**src/rtl/riscv_pkg.sv**
```systemverilog
// Shared RISC-V pipeline types: fetch/decode control FSM states and control bundle.
package riscv_pkg;

  typedef enum logic [1:0] {
    ST_RUN    = 2'b00,
    ST_IWAIT  = 2'b01,
    ST_IKILL  = 2'b10,
    ST_TRAPFL = 2'b11
  } fd_state_e;

  typedef struct packed {
    logic pc_stall;
    logic fd_hold;
    logic fd_flush;
    logic de_flush;
  } fd_ctrl_t;

  localparam fd_ctrl_t FD_CTRL_NONE = '0;

  // Drives PC hold plus F/D squash while fetch data is absent.
  localparam fd_ctrl_t FD_CTRL_WAIT = '{pc_stall: 1'b1, fd_hold: 1'b0,
                                        fd_flush: 1'b1, de_flush: 1'b0};

  // Control-flow change: PC loads the new target, both pipe registers squash.
  localparam fd_ctrl_t FD_CTRL_KILL = '{pc_stall: 1'b0, fd_hold: 1'b0,
                                        fd_flush: 1'b1, de_flush: 1'b1};

endpackage

```
**src/rtl/riscv_fdctrl_if.sv**
```systemverilog
// Hazard/fetch status into the F/D controller and pipeline-register controls out.
// Master is the pipeline side, slave is the controller.
interface riscv_fdctrl_if #(
  parameter int CNT_W = 32
);
  logic             i_riscv_fdctrl_loaduse;
  logic             i_riscv_fdctrl_imiss;
  logic             i_riscv_fdctrl_iready;
  logic             i_riscv_fdctrl_redirect;
  logic             i_riscv_fdctrl_trap;
  logic             i_riscv_fdctrl_cntclr;
  logic             o_riscv_fdctrl_pc_stall;
  logic             o_riscv_fdctrl_fd_hold;
  logic             o_riscv_fdctrl_fd_flush;
  logic             o_riscv_fdctrl_de_flush;
  logic [1:0]       o_riscv_fdctrl_state;
  logic [CNT_W-1:0] o_riscv_fdctrl_stallcnt;

  modport master (
    output i_riscv_fdctrl_loaduse, i_riscv_fdctrl_imiss, i_riscv_fdctrl_iready,
           i_riscv_fdctrl_redirect, i_riscv_fdctrl_trap, i_riscv_fdctrl_cntclr,
    input  o_riscv_fdctrl_pc_stall, o_riscv_fdctrl_fd_hold, o_riscv_fdctrl_fd_flush,
           o_riscv_fdctrl_de_flush, o_riscv_fdctrl_state, o_riscv_fdctrl_stallcnt
  );

  modport slave (
    input  i_riscv_fdctrl_loaduse, i_riscv_fdctrl_imiss, i_riscv_fdctrl_iready,
           i_riscv_fdctrl_redirect, i_riscv_fdctrl_trap, i_riscv_fdctrl_cntclr,
    output o_riscv_fdctrl_pc_stall, o_riscv_fdctrl_fd_hold, o_riscv_fdctrl_fd_flush,
           o_riscv_fdctrl_de_flush, o_riscv_fdctrl_state, o_riscv_fdctrl_stallcnt
  );
endinterface

```
**src/rtl/riscv_fdctrl.sv**
```systemverilog
// Fetch/decode pipeline controller: PC stall, F/D hold/flush, D/E bubble, stall counter.
// Controls are combinational from state and inputs (zero latency); it never backpressures.
module riscv_fdctrl
  import riscv_pkg::*;
#(
  parameter int CNT_W = 32
) (
  input  logic           i_riscv_fdctrl_clk,
  input  logic           i_riscv_fdctrl_rst,
  riscv_fdctrl_if.slave  fd_if
);

  fd_state_e        state_q, state_d;
  fd_ctrl_t         ctrl;
  logic [CNT_W-1:0] cnt_q, cnt_d;

  logic loaduse, imiss, iready, redirect, trap;
  assign loaduse  = fd_if.i_riscv_fdctrl_loaduse;
  assign imiss    = fd_if.i_riscv_fdctrl_imiss;
  assign iready   = fd_if.i_riscv_fdctrl_iready;
  assign redirect = fd_if.i_riscv_fdctrl_redirect;
  assign trap     = fd_if.i_riscv_fdctrl_trap;

  always_comb begin
    ctrl    = FD_CTRL_NONE;
    state_d = state_q;
    unique case (state_q)
      ST_RUN: begin
        if (trap) begin
          ctrl    = FD_CTRL_KILL;
          state_d = ST_TRAPFL;
        end else if (redirect) begin
          ctrl = FD_CTRL_KILL;
        end else if (loaduse) begin
          // A concurrent imiss stays asserted and is picked up next cycle.
          ctrl.pc_stall = 1'b1;
          ctrl.fd_hold  = 1'b1;
          ctrl.de_flush = 1'b1;
        end else if (imiss) begin
          ctrl    = FD_CTRL_WAIT;
          state_d = ST_IWAIT;
        end
      end
      ST_IWAIT: begin
        if (redirect || trap) begin
          ctrl    = FD_CTRL_KILL;
          state_d = iready ? ST_RUN : ST_IKILL;
        end else if (iready) begin
          state_d = ST_RUN;
        end else begin
          ctrl = FD_CTRL_WAIT;
        end
      end
      ST_IKILL: begin
        // The returning fetch is wrong-path: squash it, then release the PC.
        ctrl          = FD_CTRL_WAIT;
        ctrl.de_flush = redirect || trap;
        if (iready) begin
          ctrl.pc_stall = 1'b0;
          state_d       = ST_RUN;
        end
      end
      ST_TRAPFL: begin
        ctrl    = FD_CTRL_KILL;
        state_d = ST_RUN;
      end
      default: state_d = ST_RUN;
    endcase

    if (i_riscv_fdctrl_rst) begin
      ctrl = '{pc_stall: 1'b1, fd_hold: 1'b0, fd_flush: 1'b1, de_flush: 1'b1};
    end
  end

  always_comb begin
    cnt_d = cnt_q;
    if (fd_if.i_riscv_fdctrl_cntclr) begin
      cnt_d = '0;
    end else if (ctrl.pc_stall && (cnt_q != '1)) begin
      cnt_d = cnt_q + CNT_W'(1);
    end
  end

  always_ff @(posedge i_riscv_fdctrl_clk or posedge i_riscv_fdctrl_rst) begin
    if (i_riscv_fdctrl_rst) begin
      state_q <= ST_RUN;
      cnt_q   <= '0;
    end else begin
      state_q <= state_d;
      cnt_q   <= cnt_d;
    end
  end

  assign fd_if.o_riscv_fdctrl_pc_stall = ctrl.pc_stall;
  assign fd_if.o_riscv_fdctrl_fd_hold  = ctrl.fd_hold;
  assign fd_if.o_riscv_fdctrl_fd_flush = ctrl.fd_flush;
  assign fd_if.o_riscv_fdctrl_de_flush = ctrl.de_flush;
  assign fd_if.o_riscv_fdctrl_state    = state_q;
  assign fd_if.o_riscv_fdctrl_stallcnt = cnt_q;

endmodule
```
**src/flat_wrapper.sv**
```systemverilog
// flat-port wrapper written by rule: the top's interface ports become plain ports
module riscv_fdctrl_flat import riscv_pkg::*;
#(
  parameter int CNT_W = 32
)
  (i_riscv_fdctrl_clk, i_riscv_fdctrl_rst, fd_if_i_riscv_fdctrl_loaduse, fd_if_i_riscv_fdctrl_imiss, fd_if_i_riscv_fdctrl_iready, fd_if_i_riscv_fdctrl_redirect, fd_if_i_riscv_fdctrl_trap, fd_if_i_riscv_fdctrl_cntclr, fd_if_o_riscv_fdctrl_pc_stall, fd_if_o_riscv_fdctrl_fd_hold, fd_if_o_riscv_fdctrl_fd_flush, fd_if_o_riscv_fdctrl_de_flush, fd_if_o_riscv_fdctrl_state, fd_if_o_riscv_fdctrl_stallcnt);
  riscv_fdctrl_if #(.CNT_W(CNT_W)) fd_if_i ();
  input  logic i_riscv_fdctrl_clk;
  input  logic i_riscv_fdctrl_rst;
  input wire logic [$bits(fd_if_i.i_riscv_fdctrl_loaduse)-1:0] fd_if_i_riscv_fdctrl_loaduse;
  input wire logic [$bits(fd_if_i.i_riscv_fdctrl_imiss)-1:0] fd_if_i_riscv_fdctrl_imiss;
  input wire logic [$bits(fd_if_i.i_riscv_fdctrl_iready)-1:0] fd_if_i_riscv_fdctrl_iready;
  input wire logic [$bits(fd_if_i.i_riscv_fdctrl_redirect)-1:0] fd_if_i_riscv_fdctrl_redirect;
  input wire logic [$bits(fd_if_i.i_riscv_fdctrl_trap)-1:0] fd_if_i_riscv_fdctrl_trap;
  input wire logic [$bits(fd_if_i.i_riscv_fdctrl_cntclr)-1:0] fd_if_i_riscv_fdctrl_cntclr;
  output wire logic [$bits(fd_if_i.o_riscv_fdctrl_pc_stall)-1:0] fd_if_o_riscv_fdctrl_pc_stall;
  output wire logic [$bits(fd_if_i.o_riscv_fdctrl_fd_hold)-1:0] fd_if_o_riscv_fdctrl_fd_hold;
  output wire logic [$bits(fd_if_i.o_riscv_fdctrl_fd_flush)-1:0] fd_if_o_riscv_fdctrl_fd_flush;
  output wire logic [$bits(fd_if_i.o_riscv_fdctrl_de_flush)-1:0] fd_if_o_riscv_fdctrl_de_flush;
  output wire logic [$bits(fd_if_i.o_riscv_fdctrl_state)-1:0] fd_if_o_riscv_fdctrl_state;
  output wire logic [$bits(fd_if_i.o_riscv_fdctrl_stallcnt)-1:0] fd_if_o_riscv_fdctrl_stallcnt;
  assign fd_if_i.i_riscv_fdctrl_loaduse = fd_if_i_riscv_fdctrl_loaduse;
  assign fd_if_i.i_riscv_fdctrl_imiss = fd_if_i_riscv_fdctrl_imiss;
  assign fd_if_i.i_riscv_fdctrl_iready = fd_if_i_riscv_fdctrl_iready;
  assign fd_if_i.i_riscv_fdctrl_redirect = fd_if_i_riscv_fdctrl_redirect;
  assign fd_if_i.i_riscv_fdctrl_trap = fd_if_i_riscv_fdctrl_trap;
  assign fd_if_i.i_riscv_fdctrl_cntclr = fd_if_i_riscv_fdctrl_cntclr;
  assign fd_if_o_riscv_fdctrl_pc_stall = fd_if_i.o_riscv_fdctrl_pc_stall;
  assign fd_if_o_riscv_fdctrl_fd_hold = fd_if_i.o_riscv_fdctrl_fd_hold;
  assign fd_if_o_riscv_fdctrl_fd_flush = fd_if_i.o_riscv_fdctrl_fd_flush;
  assign fd_if_o_riscv_fdctrl_de_flush = fd_if_i.o_riscv_fdctrl_de_flush;
  assign fd_if_o_riscv_fdctrl_state = fd_if_i.o_riscv_fdctrl_state;
  assign fd_if_o_riscv_fdctrl_stallcnt = fd_if_i.o_riscv_fdctrl_stallcnt;
  riscv_fdctrl #(.CNT_W(CNT_W)) u_core (.i_riscv_fdctrl_clk(i_riscv_fdctrl_clk), .i_riscv_fdctrl_rst(i_riscv_fdctrl_rst), .fd_if(fd_if_i));
endmodule
```
**config.mk**
```make
export PLATFORM = sky130hd
export DESIGN_NAME = riscv_fdctrl_flat
export DESIGN_NICKNAME = d
export VERILOG_FILES = /design/src/rtl/riscv_pkg.sv /design/src/rtl/riscv_fdctrl_if.sv /design/src/rtl/riscv_fdctrl.sv /design/src/flat_wrapper.sv
export SDC_FILE = /design/constraint.sdc
export NUM_CORES = 1
export LEC_CHECK = 0
export CAP_MARGIN = 20
export CORE_ASPECT_RATIO = 0.7
export CORE_MARGIN = 1.5
export CORE_UTILIZATION = 52
export DETAILED_ROUTE_END_ITERATION = 10
export HOLD_SLACK_MARGIN = 0.02
export MAX_ROUTING_LAYER = met4
export PLACE_DENSITY = 0.81
export SYNTH_ARGS = -nofsm -noshare
export SYNTH_HDL_FRONTEND = slang
export SYNTH_SLANG_ARGS = --single-unit
```
**constraint.sdc**
```tcl
create_clock -name i_riscv_fdctrl_clk -period 2.8 [get_ports i_riscv_fdctrl_clk]
set_input_delay 0.84 -clock i_riscv_fdctrl_clk [delete_from_list [all_inputs] [get_ports i_riscv_fdctrl_clk]]
set_output_delay 0.84 -clock i_riscv_fdctrl_clk [all_outputs]
set_load 0.02 [all_outputs]
```
==> metrics list, run 1 <==
- Outcome: finished, final reports clean
- Total of fill cells in the finished design: 309
* Standby leakage power: 0.00115 uW
* Final hold viol count: 0
* Sum of buffers and inverters on the critical path: 3
* Post-detailed-route DRC marker count: 0
- Power density over the cells: 437 nW/um^2
- Layout cells sized above 1: 17.6%
- Number of warnings printed during yosys synthesis: 0
* Die width: 82.1 um
- For the pin with the worst max-slew slack, the measured transition is 569 ps.
- Synthesis inferred 34 register bits.
- The critical path is of the in -> out type.
- For the final database, setup skew stands at 8.78 ps.
- Setup repair after global routing left no endpoint under its margin.
* Wire length per cell after detailed routing: 17.3 um
- GRT Total Usage: 28.5%
- The worst setup path is captured at a primary output.
- Antenna violation net count after detailed routing: 0
* Synthesized area per cell: 9.07 um^2
- Cell area reported after detailed placement: 2830 um^2
- Entering global routing, the biggest net connects 55 pins.
- Setup violations remaining at the end of the flow were counted as 0.
- Design Power: 1290 uW
* Std cell rows: 19
* Cell count after synthesis: 251
- The number of global-route vias before repair was 2,092.
- After legalization and detailed placement, the total HPWL measured 4290 um.
* RePlAce Congestion: 0.835
- In this run the tightest slew margin relative to its limit is 61.7%.
- Insertion delay to the later sink of the worst-skew pair: 300 ps
* Maximum level of the CTS H-tree: 2
- After routing the design area is 2950 um^2.
* Max-slew violation count: 0
- Number of clock buffers inserted by TritonCTS: 5
- During placement, the flow inserted port buffers numbering 45.
- At the worst endpoint, the arrival time is 1820 ps.
- In this run the deepest clock path goes through 2 buffers.
* Total Neg Setup Slack: 0 ps
* Final #Nets: 314
- Dividing the final minimum period by the clock period gives 94.9%.
* Worst Hold Class: reg -> reg
* Area of the die: 4790 um^2
- DRT Pass-1 Iters: 5
- Grt total ovfl: 0
- The tree built by TritonCTS fans out to 34 sinks.
* Synthesized Nets: 260
- Starting DRC count in detailed routing: 136
- Kind of launch point of the worst setup path: primary input
* Sequential fraction of the synthesis area: 37.4%
- The detailed router placed 2,320 vias in this run.
* Core Box Area: 4070 um^2
- Across the run, the number of max-cap violations was 0.
- Data required time at the worst endpoint: 1960 ps
* Layout overhead on the synthesized area: 29.7%
- VDD sags by at most 0.588 mV.
* Highest fanout seen on the critical path: 3
- Post-synthesis instance area: 2280 um^2
- Hold timing on the final database bottoms out at a slack of 587 ps.
- 46 I/O pins were placed.
* CP delay by family, top: buffers and inverters
- The clock period could shrink to 2660 ps.
* Via density: 6.48
- The largest individual stage delay along the critical path comes from the cell sky130_fd_sc_hd__dlygate4sd2_1.
* Cells along the critical path: dlygate4sd2_1 > nor3_4 > a21oi_2 > o21a_1 > inv_2 > buf_6
* Number of diodes added for antenna fixing: 0
* Max Freq: 376 MHz
* Initial Util: 56.0%
- Clock-pin slew was measured on the worst setup and hold paths at 70 ps.
- CTS tree: done
- The number of antenna violations at the first check in global routing came to 0.
* Maximum cell stage delay along the critical path: 270 ps
* First-pass GRT wire length: 10,000 um
- Post-synthesis cell type count: 37
* Cell at the root of the clock tree: sky130_fd_sc_hd__clkbuf_8
* Die extent in y: 58.4 um
- Wire length reported by the detailed router: 6180 um
[power by group]
part	internal [uW]	switching (uW)
sequential	510	38.6
clock	266	185
combinational	116	173
total	893	397
[flip-flops by register name (all words and copies together) (netlist names)]
signal	count
u_core.fd_if.o_riscv_fdctrl_stallcnt	32
u_core.fd_if.o_riscv_fdctrl_state	2
[worst reg2reg max path, stage by stage (launching register included)]
cell,delay [ps]
sky130_fd_sc_hd__dfrtp_1,430
sky130_fd_sc_hd__ha_1,250
sky130_fd_sc_hd__nand2_1,150
sky130_fd_sc_hd__or3_4,410
sky130_fd_sc_hd__or4_1,580
sky130_fd_sc_hd__nand3_1,140
sky130_fd_sc_hd__mux2_2,330
[cells in the final DEF (no fill, tap or decap), types with 5 or more instances in the layout]
cell type | synthesis | final
sky130_fd_sc_hd__a21oi_1 | 30 | 29
sky130_fd_sc_hd__and3_1 | 5 | 5
sky130_fd_sc_hd__buf_4 | 1 | 18
sky130_fd_sc_hd__clkbuf_8 | 0 | 5
sky130_fd_sc_hd__clkdlybuf4s50_1 | 0 | 35
sky130_fd_sc_hd__dfrtp_1 | 34 | 34
sky130_fd_sc_hd__mux2_4 | 6 | 6
sky130_fd_sc_hd__nand2_1 | 10 | 10
sky130_fd_sc_hd__nand3_1 | 21 | 21
sky130_fd_sc_hd__nand4_1 | 10 | 10
sky130_fd_sc_hd__nor2_1 | 17 | 17
sky130_fd_sc_hd__nor2b_1 | 10 | 10
sky130_fd_sc_hd__o31ai_1 | 20 | 20
sky130_fd_sc_hd__or4_1 | 22 | 22
[kinds of logic after synthesis]
family	after synthesis	synth area share, %
muxes	8	4.95
buffers and inverters	22	5.22
and+or+nand+nor	127	36.1
AOI/OAI and AO/OA	59	15.8
adders and majority gates	1	0.550
DFF	34	37.4
[final cells by class]
| cell class | count | area (um^2) | share of cell area (%) |
|---|---|---|---|
| Timing Repair Buffer | 63 | 586 | 19.8 |
| Inverter | 6 | 26.3 | 0.890 |
| Multi-Input combinational cell | 195 | 1320 | 44.7 |
| Sequential cell | 34 | 851 | 28.8 |
| Clock inverter | 1 | 30.0 | 1.02 |
| Clock buffer | 7 | 76.3 | 2.58 |
| Tap cell | 52 | 65.1 | 2.20 |
[per-stage QoR]
stage / utilization [%] / std cells / worst slack (ps)
after detailed placement: 69.5 / 349 / -562
after CTS: 72.2 / 357 / -56.6
after floorplan: - / 251 / 66.4
final: 72.6 / 358 / 144
after global placement: 69.5 / 349 / -492
after global routing: 72.6 / 358 / 96.1
[what timing repair did]
| item | CTS | global route |
|---|---|---|
| buffers inserted | 0 | 1 |
| pin swaps | 1 | 1 |
| hold buffers | 0 | 0 |
| gates resized for setup | 26 | 4 |
| endpoints found under the setup margin | 5 | 4 |
[synthesized netlist by cell type (all sizes together)]
| cell | count | share of area (%) |
|---|---|---|
| clkbuf | 7 | 1.2 |
| nor2 | 17 | 2.8 |
| a21oi | 30 | 6.6 |
| o31ai | 20 | 6.6 |
| and3 | 5 | 1.4 |
| or4 | 22 | 7.3 |
| o32ai | 1 | 0.38 |
| and2 | 2 | 0.55 |
| buf | 9 | 3.1 |
| nor4 | 9 | 4.9 |
| o41ai | 1 | 0.38 |
| nor3 | 6 | 2.0 |
| inv | 6 | 0.99 |
| nand2 | 10 | 1.6 |
| mux2 | 8 | 4.9 |
| o21a | 1 | 0.33 |
| nand3 | 21 | 4.6 |
| o21ai | 5 | 1.1 |
| ha | 1 | 0.55 |
| and4 | 3 | 1.2 |
| dfrtp | 34 | 37 |
| or3 | 5 | 1.6 |
| nand2b | 2 | 0.55 |
| or2 | 2 | 0.55 |
| nand4 | 13 | 4.4 |
| nor2b | 10 | 2.7 |
| o2111ai | 1 | 0.38 |
[worst paths after layout]
path / from / endpoint / slack (ps) / depth (start not counted)
hold reg to reg: u_core.fd_if.o_riscv_fdctrl_stallcnt[25]$_DFFE_PP0P_ / u_core.fd_if.o_riscv_fdctrl_stallcnt[25]$_DFFE_PP0P_ / 590 / 2
setup reg to reg: u_core.fd_if.o_riscv_fdctrl_stallcnt[0]$_DFFE_PP0P_ / u_core.fd_if.o_riscv_fdctrl_stallcnt[2]$_DFFE_PP0P_ / 410 / 6
min in group asynchronous: i_riscv_fdctrl_rst / u_core.fd_if.o_riscv_fdctrl_state[0]$_DFFE_PP0P_ / 760 / 4
hold / removal: u_core.fd_if.o_riscv_fdctrl_stallcnt[25]$_DFFE_PP0P_ / u_core.fd_if.o_riscv_fdctrl_stallcnt[25]$_DFFE_PP0P_ / 590 / 2
max in group asynchronous: i_riscv_fdctrl_rst / u_core.fd_if.o_riscv_fdctrl_stallcnt[7]$_DFFE_PP0P_ / 1760 / 3
setup / recovery: fd_if_i_riscv_fdctrl_trap / fd_if_o_riscv_fdctrl_pc_stall / 140 / 6
[routing by layer]
layer	global-route usage [%]	vias to the layer above	wire length, um
met5	-	-	0
met4	7.99	0	72
met3	6.20	11	473
met2	42.6	110	2860
met1	39.1	1126	2770
li1	-	1073	-
Power figures use the tool's default switching activity.
==> run 2, diff against run 1 <==
--- a/config.mk
+++ b/config.mk
@@ -9,8 +9,8 @@
 export CORE_ASPECT_RATIO = 0.7
 export CORE_MARGIN = 1.5
 export CORE_UTILIZATION = 52
+export CTS_BUF_LIST = sky130_fd_sc_hd__clkbuf_16
 export DETAILED_ROUTE_END_ITERATION = 10
-export HOLD_SLACK_MARGIN = 0.02
 export MAX_ROUTING_LAYER = met4
 export PLACE_DENSITY = 0.81
 export SYNTH_ARGS = -nofsm -noshare
==> run 2 against run 1 <==
  * Hold slack better by 2.7 ps
  * Sequential power hardly changed
  * Routed wire length is 0.74% higher
  * Cell area is 1.9% higher
  * Total power is 13% higher
  * Sequential cell count stayed put
  * Global-route usage is 0.47 points higher
  * Clock skew is 3.7 ps lower
  * Count of clock-buffer cells in the layout is 2 lower
  * Highest routed layer unchanged
==> metrics list, run 2 (same netlist as run 1, synthesis figures left out) <==
* Outcome: finished, final reports clean
- Across all setup checks in the final design, the least slack found is 141 ps.
- Standby leakage power: 0.00119 uW
- Setup violations remaining at the end of the flow were counted as 0.
- DRT Pass-1 Iters: 4
- 46 I/O pins were placed.
- The setup path with the least slack is of type in -> out.
- First-pass GRT wire length: 10,200 um
* Final Cycle Share: 95.0%
* RSZ-0062 raised after global routing: no
- STA puts the critical path data required time at 1960 ps.
- The floorplan step set the die width to 82.1 um.
- In this run the critical register-to-register path is captured at u_core.fd_if.o_riscv_fdctrl_stallcnt[2]$_DFFE_PP0P_.
- After clock tree synthesis, the clock-pin slew on the worst setup and hold paths is 50 ps.
- Wires add up to 6230 um.
* IO buf count: 45
* Insertion delay to the later sink of the worst-skew pair: 280 ps
- Worst Hold Class: reg -> reg
* Worst rel slew slack: 63.1%
- Number of cells on the worst reg-to-reg path: 6
- Via density: 6.53
* Layout overhead on the synthesized area: 32.2%
- After floorplanning, the core was sized to cover 4070 um^2.
- The number of antenna violations at the first check in global routing is 0.
- The final number of max-transition violations is 0.
- Timing analysis after detailed placement gives a worst setup slack of -562 ps.
- In the final routed layout, each cell accounts on average for 17.4 um.
* Routed via count: 2,336
- The startpoint identified for the worst hold timing path is u_core.fd_if.o_riscv_fdctrl_stallcnt[21]$_DFFE_PP0P_.
* Number of diodes added for antenna fixing: 0
- The detailed router finished its first iteration with 126 violations.
- Maximum number of pins on one net before global-route repair: 55
* Cell at the root of the clock tree: sky130_fd_sc_hd__clkbuf_16
- In this run the worst path has a maximum fanout of 3.
* CTS tree: done
- The post-route netlist has 17.6% of its cells at a drive strength greater than 1.
- The register with the most flip-flops in the layout has 32 of them.
- Post-detailed-route DRC marker count: 0
- GRT Total Usage: 29.0%
- For this design, the sink count on the clock tree is 34.
- The number of hold buffers added after CTS was 0.
* Power density over the cells: 483 nW/um^2
* Total half-perimeter wirelength after legalization and detailed placement: 4290 um
- Peak VDD IR: 0.585 mV
- Final core utilization: 74.0%
- Max Freq: 376 MHz
- For the pin with the worst max-slew slack, the measured transition is 548 ps.
* Total instance count after detailed placement: 349
* Register-to-register setup slack: 410 ps
- STA classifies the critical path startpoint as a primary input.
* Number of max-cap violations: 0
- The library cells used most frequently in the layout, excluding fill and tap cells, are 35 x sky130_fd_sc_hd__clkdlybuf4s50_1, 34 x sky130_fd_sc_hd__dfrtp_1, 29 x sky130_fd_sc_hd__a21oi_1, 22 x sky130_fd_sc_hd__or4_1, 21 x sky130_fd_sc_hd__nand3_1.
- The finished layout holds 358 standard cells, fillers aside.
- Reg2reg start: u_core.fd_if.o_riscv_fdctrl_stallcnt[0]$_DFFE_PP0P_
- Final hold viol count: 0
* Maximum level of the CTS H-tree: 2
- Total of fill cells in the finished design: 301
- Time the final worst path needs with I/O delays and setup: 2660 ps
* Std cell rows: 19
* Kind of capture point of the worst setup path: primary output
- Die extent in y: 58.4 um
- The number of global-route vias before repair is 2,149.
- Initial Util: 56.0%
* Final #Nets: 314
- Commonest non-fill, non-tap cell in the layout: sky130_fd_sc_hd__clkdlybuf4s50_1
* Grt total ovfl: 0
* Arr. time, crit path: 1820 ps
* Clock buffer depth: 2
* Area of the die: 4790 um^2
* Antenna violation net count after detailed routing: 0
- RePlAce Congestion: 0.835
- For the final database, setup skew stands at 5.11 ps.
- For hold timing, the worst endpoint is u_core.fd_if.o_riscv_fdctrl_stallcnt[21]$_DFFE_PP0P_.
- Worst hold path depth: 2
* Number of clock buffers inserted by TritonCTS: 5
- Worst hold margin: 590 ps
-- run 2: changes by cell type in the layout (fill, tap and decap cells not counted) --
cell / delta
sky130_fd_sc_hd__clkbuf_16: +5
sky130_fd_sc_hd__clkbuf_1: -2
sky130_fd_sc_hd__inv_1: +2
sky130_fd_sc_hd__clkbuf_8: -5
-- run 2: timing repair --
item                       4_1_cts  5_1_grt
resized for setup               26        4
buffers inserted                 0        1
cloned                           0        0
setup endpoints to repair        5        5
pin swaps                        1        1
-- run 2: where the power goes --
part	switching, uW	leakage (uW)	internal, uW
clock	201	0.0000864	413
sequential	40.2	0.000471	511
combinational	173	0.000630	116
-- run 2: stage by stage --
| step | cell area [um^2] | setup TNS, ps | total power [uW] |
|---|---|---|---|
| floorplan | 2280 | 0 | 717 |
| detailed placement | 2830 | -5190 | 834 |
| CTS | 2990 | -56.6 | 1460 |
| global placement | 2830 | -2980 | 831 |
| global route | 3010 | 0 | 1510 |
| finish | 3010 | 0 | 1450 |
-- run 2: layout make-up --
cell class | count | area [um^2] | share of cell area [%]
Multi-Input combinational cell | 195 | 1320 | 43.8
Sequential cell | 34 | 851 | 28.3
Timing Repair Buffer | 63 | 586 | 19.5
Clock buffer | 5 | 125 | 4.16
Tap cell | 52 | 65.1 | 2.16
Clock inverter | 3 | 37.5 | 1.25
Inverter | 6 | 26.3 | 0.873
-- run 2: worst max-delay path: stages --
cell                            delay (ps)
sky130_fd_sc_hd__dlygate4sd2_1         270
sky130_fd_sc_hd__nor3_4                220
sky130_fd_sc_hd__a21oi_2                70
sky130_fd_sc_hd__o21a_1                210
sky130_fd_sc_hd__inv_2                  90
sky130_fd_sc_hd__buf_6                 110
-- run 2: worst max-delay path by stage --
stage                                                to  cells past startpoint  slack [ps]                           from
after global routing      fd_if_o_riscv_fdctrl_pc_stall                      6         100      fd_if_i_riscv_fdctrl_trap
after CTS                 fd_if_o_riscv_fdctrl_pc_stall                      6         -60   fd_if_i_riscv_fdctrl_loaduse
after floorplan           fd_if_o_riscv_fdctrl_pc_stall                      6          70   fd_if_i_riscv_fdctrl_loaduse
final                     fd_if_o_riscv_fdctrl_pc_stall                      6         140      fd_if_i_riscv_fdctrl_trap
after global placement    fd_if_o_riscv_fdctrl_pc_stall                      6        -490  fd_if_i_riscv_fdctrl_redirect
after detailed placement  fd_if_o_riscv_fdctrl_pc_stall                      6        -560  fd_if_i_riscv_fdctrl_redirect
-- run 2: layer usage --
metal / track usage (%) / wire [um] / vias to the layer above / part of all wire [%]
li1: - / - / 1079 / -
met1: 39.0 / 2810 / 1145 / 45
met2: 43.4 / 2880 / 101 / 46
met3: 6.67 / 455 / 11 / 7.3
met4: 9.20 / 80 / 0 / 1.3
met5: - / 0 / - / 0
==> run 3, diff against run 2 <==
--- a/config.mk
+++ b/config.mk
@@ -7,7 +7,7 @@
 export LEC_CHECK = 0
 export CAP_MARGIN = 20
 export CORE_ASPECT_RATIO = 0.7
-export CORE_MARGIN = 1.5
+export CORE_MARGIN = 8
 export CORE_UTILIZATION = 52
 export CTS_BUF_LIST = sky130_fd_sc_hd__clkbuf_16
 export DETAILED_ROUTE_END_ITERATION = 10
==> run 3 against run 2 <==
  * Clock power fell by 15%
  * First-iteration DRC count rose by 26%
  * Register-to-register slack got worse by 40 ps
  * Hold slack got worse by 29 ps
  * Sequential cell count did not move
  * Cell count rose by 0.28%
  * Die area rose by 42%
  * Total power fell by 6.0%
  * Critical path depth rose by 2
  * Setup slack got worse by 100 ps
  * Via count fell by 2.3%
  * Fmax fell by 3.6%
==> metrics list, run 3 (same netlist as run 1, synthesis figures left out) <==
- The flow ran to the end, and the final reports show no timing, DRC or antenna violations.
- DRT Pass-1 Iters: 4
- Die extent in y: 71.4 um
* Insertion delay to the later sink of the worst-skew pair: 280 ps
- CTS tree: done
- Commonest non-fill, non-tap cell in the layout: sky130_fd_sc_hd__clkdlybuf4s50_1
- The HPWL after detailed placement is 4360 um.
- Of all nets on the critical path, the largest fanout is 54.
- Kind of capture point of the worst setup path: flip-flop
- The multi-input combinational cells in the finished layout cover a total of 1320 um^2.
* Sequential standard cell area: 851 um^2
- Summing all non-filler instances in the final layout gives an area of 2960 um^2.
- Peak VDD IR: 0.700 mV
- IO buf count: 45
- Maximum level of the CTS H-tree: 2
- Of the cells placed in the final design, the portion with a size suffix greater than 1 is 17.4%.
- Final hold viol count: 0
- Static timing analysis puts the maximum clock frequency at 362 MHz.
- Cell internal pwr: 951 uW
* Via density: 6.36
* Transition time at the pin with the least slew margin: 610 ps
- The setup path with the least slack is of type in -> reg.
* Net Sw Frac: 30.5%
- Number of max-cap violations: 0
- Wire length per cell after detailed routing: 17.9 um
* Final Cycle Share: 98.5%
- Share of power burned in registers: 40.1%
* RePlAce Congestion: 0.783
- Dividing total power by cell area gives a power density of 461 nW/um^2.
- Clock transition at the registers of the reported paths: 50 ps
* Grt total ovfl: 0
- The number of clock buffers added by TritonCTS is 5.
- Clock skew after layout: 4.93 ps
- Final #Nets: 312
* Kind of launch point of the worst setup path: primary input
* Antenna violation net count after detailed routing: 0
* Arr. time, crit path: 2920 ps
- The detailed router placed 2,282 vias in this run.
- The initialized floorplan defines 20 standard-cell rows.
- In this design, the stage delay of the slowest critical-path cell is 590 ps.
- Once the floorplan was initialized, standard cells occupied 53.2% of the core.
* Clock Power Share: 38.3%
* Core Box Area: 4280 um^2
- Maximum number of pins on one net before global-route repair: 55
* Time the final worst path needs with I/O delays and setup: 2760 ps
* GRT Total Usage: 20.2%
* Total of fill cells in the finished design: 337
* RSZ-0062 raised after global routing: no
* Cell at the root of the clock tree: sky130_fd_sc_hd__clkbuf_16
* Cell area reported after detailed placement: 2820 um^2
- Post-detailed-route DRC marker count: 0
- Die width: 95.1 um
- 0 antenna diodes ended up in the layout.
* Starting DRC count in detailed routing: 159
- Layout overhead on the synthesized area: 30.2%
- Worst Hold Class: reg -> reg
- Worst slack, placed: -548 ps
- The first global-routing pass estimated 10,800 um of wire.
- Worst rel slew slack: 59.0%
* Wire length reported by the detailed router: 6410 um
- Max-slew violation count: 0
- Number of global-route vias before repair: 2,180
* Number of flip-flops under the largest register name: 32
* Combinational fraction of design power: 21.6%
- Standby leakage power: 0.00114 uW
* Final setup viols: 0
- Once routing completed, OpenROAD measured the worst setup slack at 40.8 ps.
* Data required time at the worst endpoint: 2960 ps
* CTS Sinks: 34
* Number of I/O pins: 46
- Leading cell types in the layout, fill and taps excluded: 36 x sky130_fd_sc_hd__clkdlybuf4s50_1, 34 x sky130_fd_sc_hd__dfrtp_1, 29 x sky130_fd_sc_hd__a21oi_1, 22 x sky130_fd_sc_hd__or4_1, 21 x sky130_fd_sc_hd__nand3_1
* Power spent charging and discharging nets: 417 uW
- The number of antenna violations at the first check in global routing is 0.
- Clock buffer depth: 2
- The die covers 6780 um^2.
- Cells along the critical path: dlygate4sd2_1 > nor3_2 > a21oi_2 > o21a_1 > buf_4 > buf_6 > or4_1 > mux2_2
- The slowest stage of the critical path belongs to the cell sky130_fd_sc_hd__or4_1.
==> run 3: cell types whose count changed in the layout (fill, tap and decap cells not counted), sizes merged <==
| cell | before | now |
|---|---|---|
| clkdlybuf4s50 | 35 | 36 |
| inv | 7 | 6 |
| buf | 22 | 20 |
| clkinv | 0 | 2 |
| bufinv | 1 | 0 |
| dlygate4sd2 | 2 | 4 |
| dlymetal6s2s | 4 | 1 |
==> run 3: path summary, 6_finish.rpt <==
kind | startpoint | depth (start not counted) | slack [ps] | endpoint
max | fd_if_i_riscv_fdctrl_trap | 8 | 40 | u_core.fd_if.o_riscv_fdctrl_stallcnt[29]$_DFFE_PP0P_
min | u_core.fd_if.o_riscv_fdctrl_state[1]$_DFFE_PP0P_ | 1 | 560 | u_core.fd_if.o_riscv_fdctrl_state[0]$_DFFE_PP0P_
max reg2reg | u_core.fd_if.o_riscv_fdctrl_state[1]$_DFFE_PP0P_ | 7 | 370 | u_core.fd_if.o_riscv_fdctrl_stallcnt[29]$_DFFE_PP0P_
min reg2reg | u_core.fd_if.o_riscv_fdctrl_state[1]$_DFFE_PP0P_ | 1 | 560 | u_core.fd_if.o_riscv_fdctrl_state[0]$_DFFE_PP0P_
max in group asynchronous | i_riscv_fdctrl_rst | 3 | 1360 | u_core.fd_if.o_riscv_fdctrl_stallcnt[14]$_DFFE_PP0P_
min in group asynchronous | i_riscv_fdctrl_rst | 3 | 1000 | u_core.fd_if.o_riscv_fdctrl_state[1]$_DFFE_PP0P_
==> run 3: repair_timing <==
action	4_1_cts	5_1_grt
pin swaps	2	0
hold buffers	0	0
resized for setup	27	3
endpoints found under the setup margin	5	3
setup buffers	0	1
cloned	0	0
==> run 3: power groups by stage <==
stage	sequential [uW]	clock, uW	combinational, uW
2_1_floorplan	572	0	145
3_3_place_gp	553	0	276
3_5_place_dp	554	0	279
4_1_cts	546	527	282
5_1_grt	550	561	322
6_report	548	524	295
==> run 3: final cells by class <==
type                    instances  share of cell area [%]
clock buffers                   5                    4.22
clock inverters                 3                   0.422
inverters                       6                   0.887
multi-input cells             195                    44.4
flip-flops and latches         34                    28.7
well taps                      55                    2.32
repair buffers                 61                    19.0
==> run 3: routing by layer <==
layer  global-route usage (%)  up-vias  routed length (um)
met1                     28.0     1100                2910
li1                         -     1083                   -
met5                        -        -                   0
met4                     5.86        0                 102
met2                     28.6       88                2920
met3                     4.59       11                 485
==> run 3: critical path, delay by kind of cell <==
kind,cells,cell delay (ps)
and+or+nand+nor,2,860
buffers and inverters,3,600
AOI/OAI and AO/OA,2,310
muxes,1,280
==> run 3: per-stage QoR <==
stage / setup TNS [ps] / cells / hold slack (ps) / utilization (%) / power [uW]
after floorplan: 0 / 251 / 616 / - / 717
after global placement: -2920 / 350 / 538 / 65.8 / 829
after detailed placement: -4550 / 350 / 549 / 65.8 / 833
after CTS: 0 / 358 / 556 / 68.9 / 1360
after global routing: 0 / 359 / 600 / 69.2 / 1430
final: 0 / 359 / 561 / 69.2 / 1370
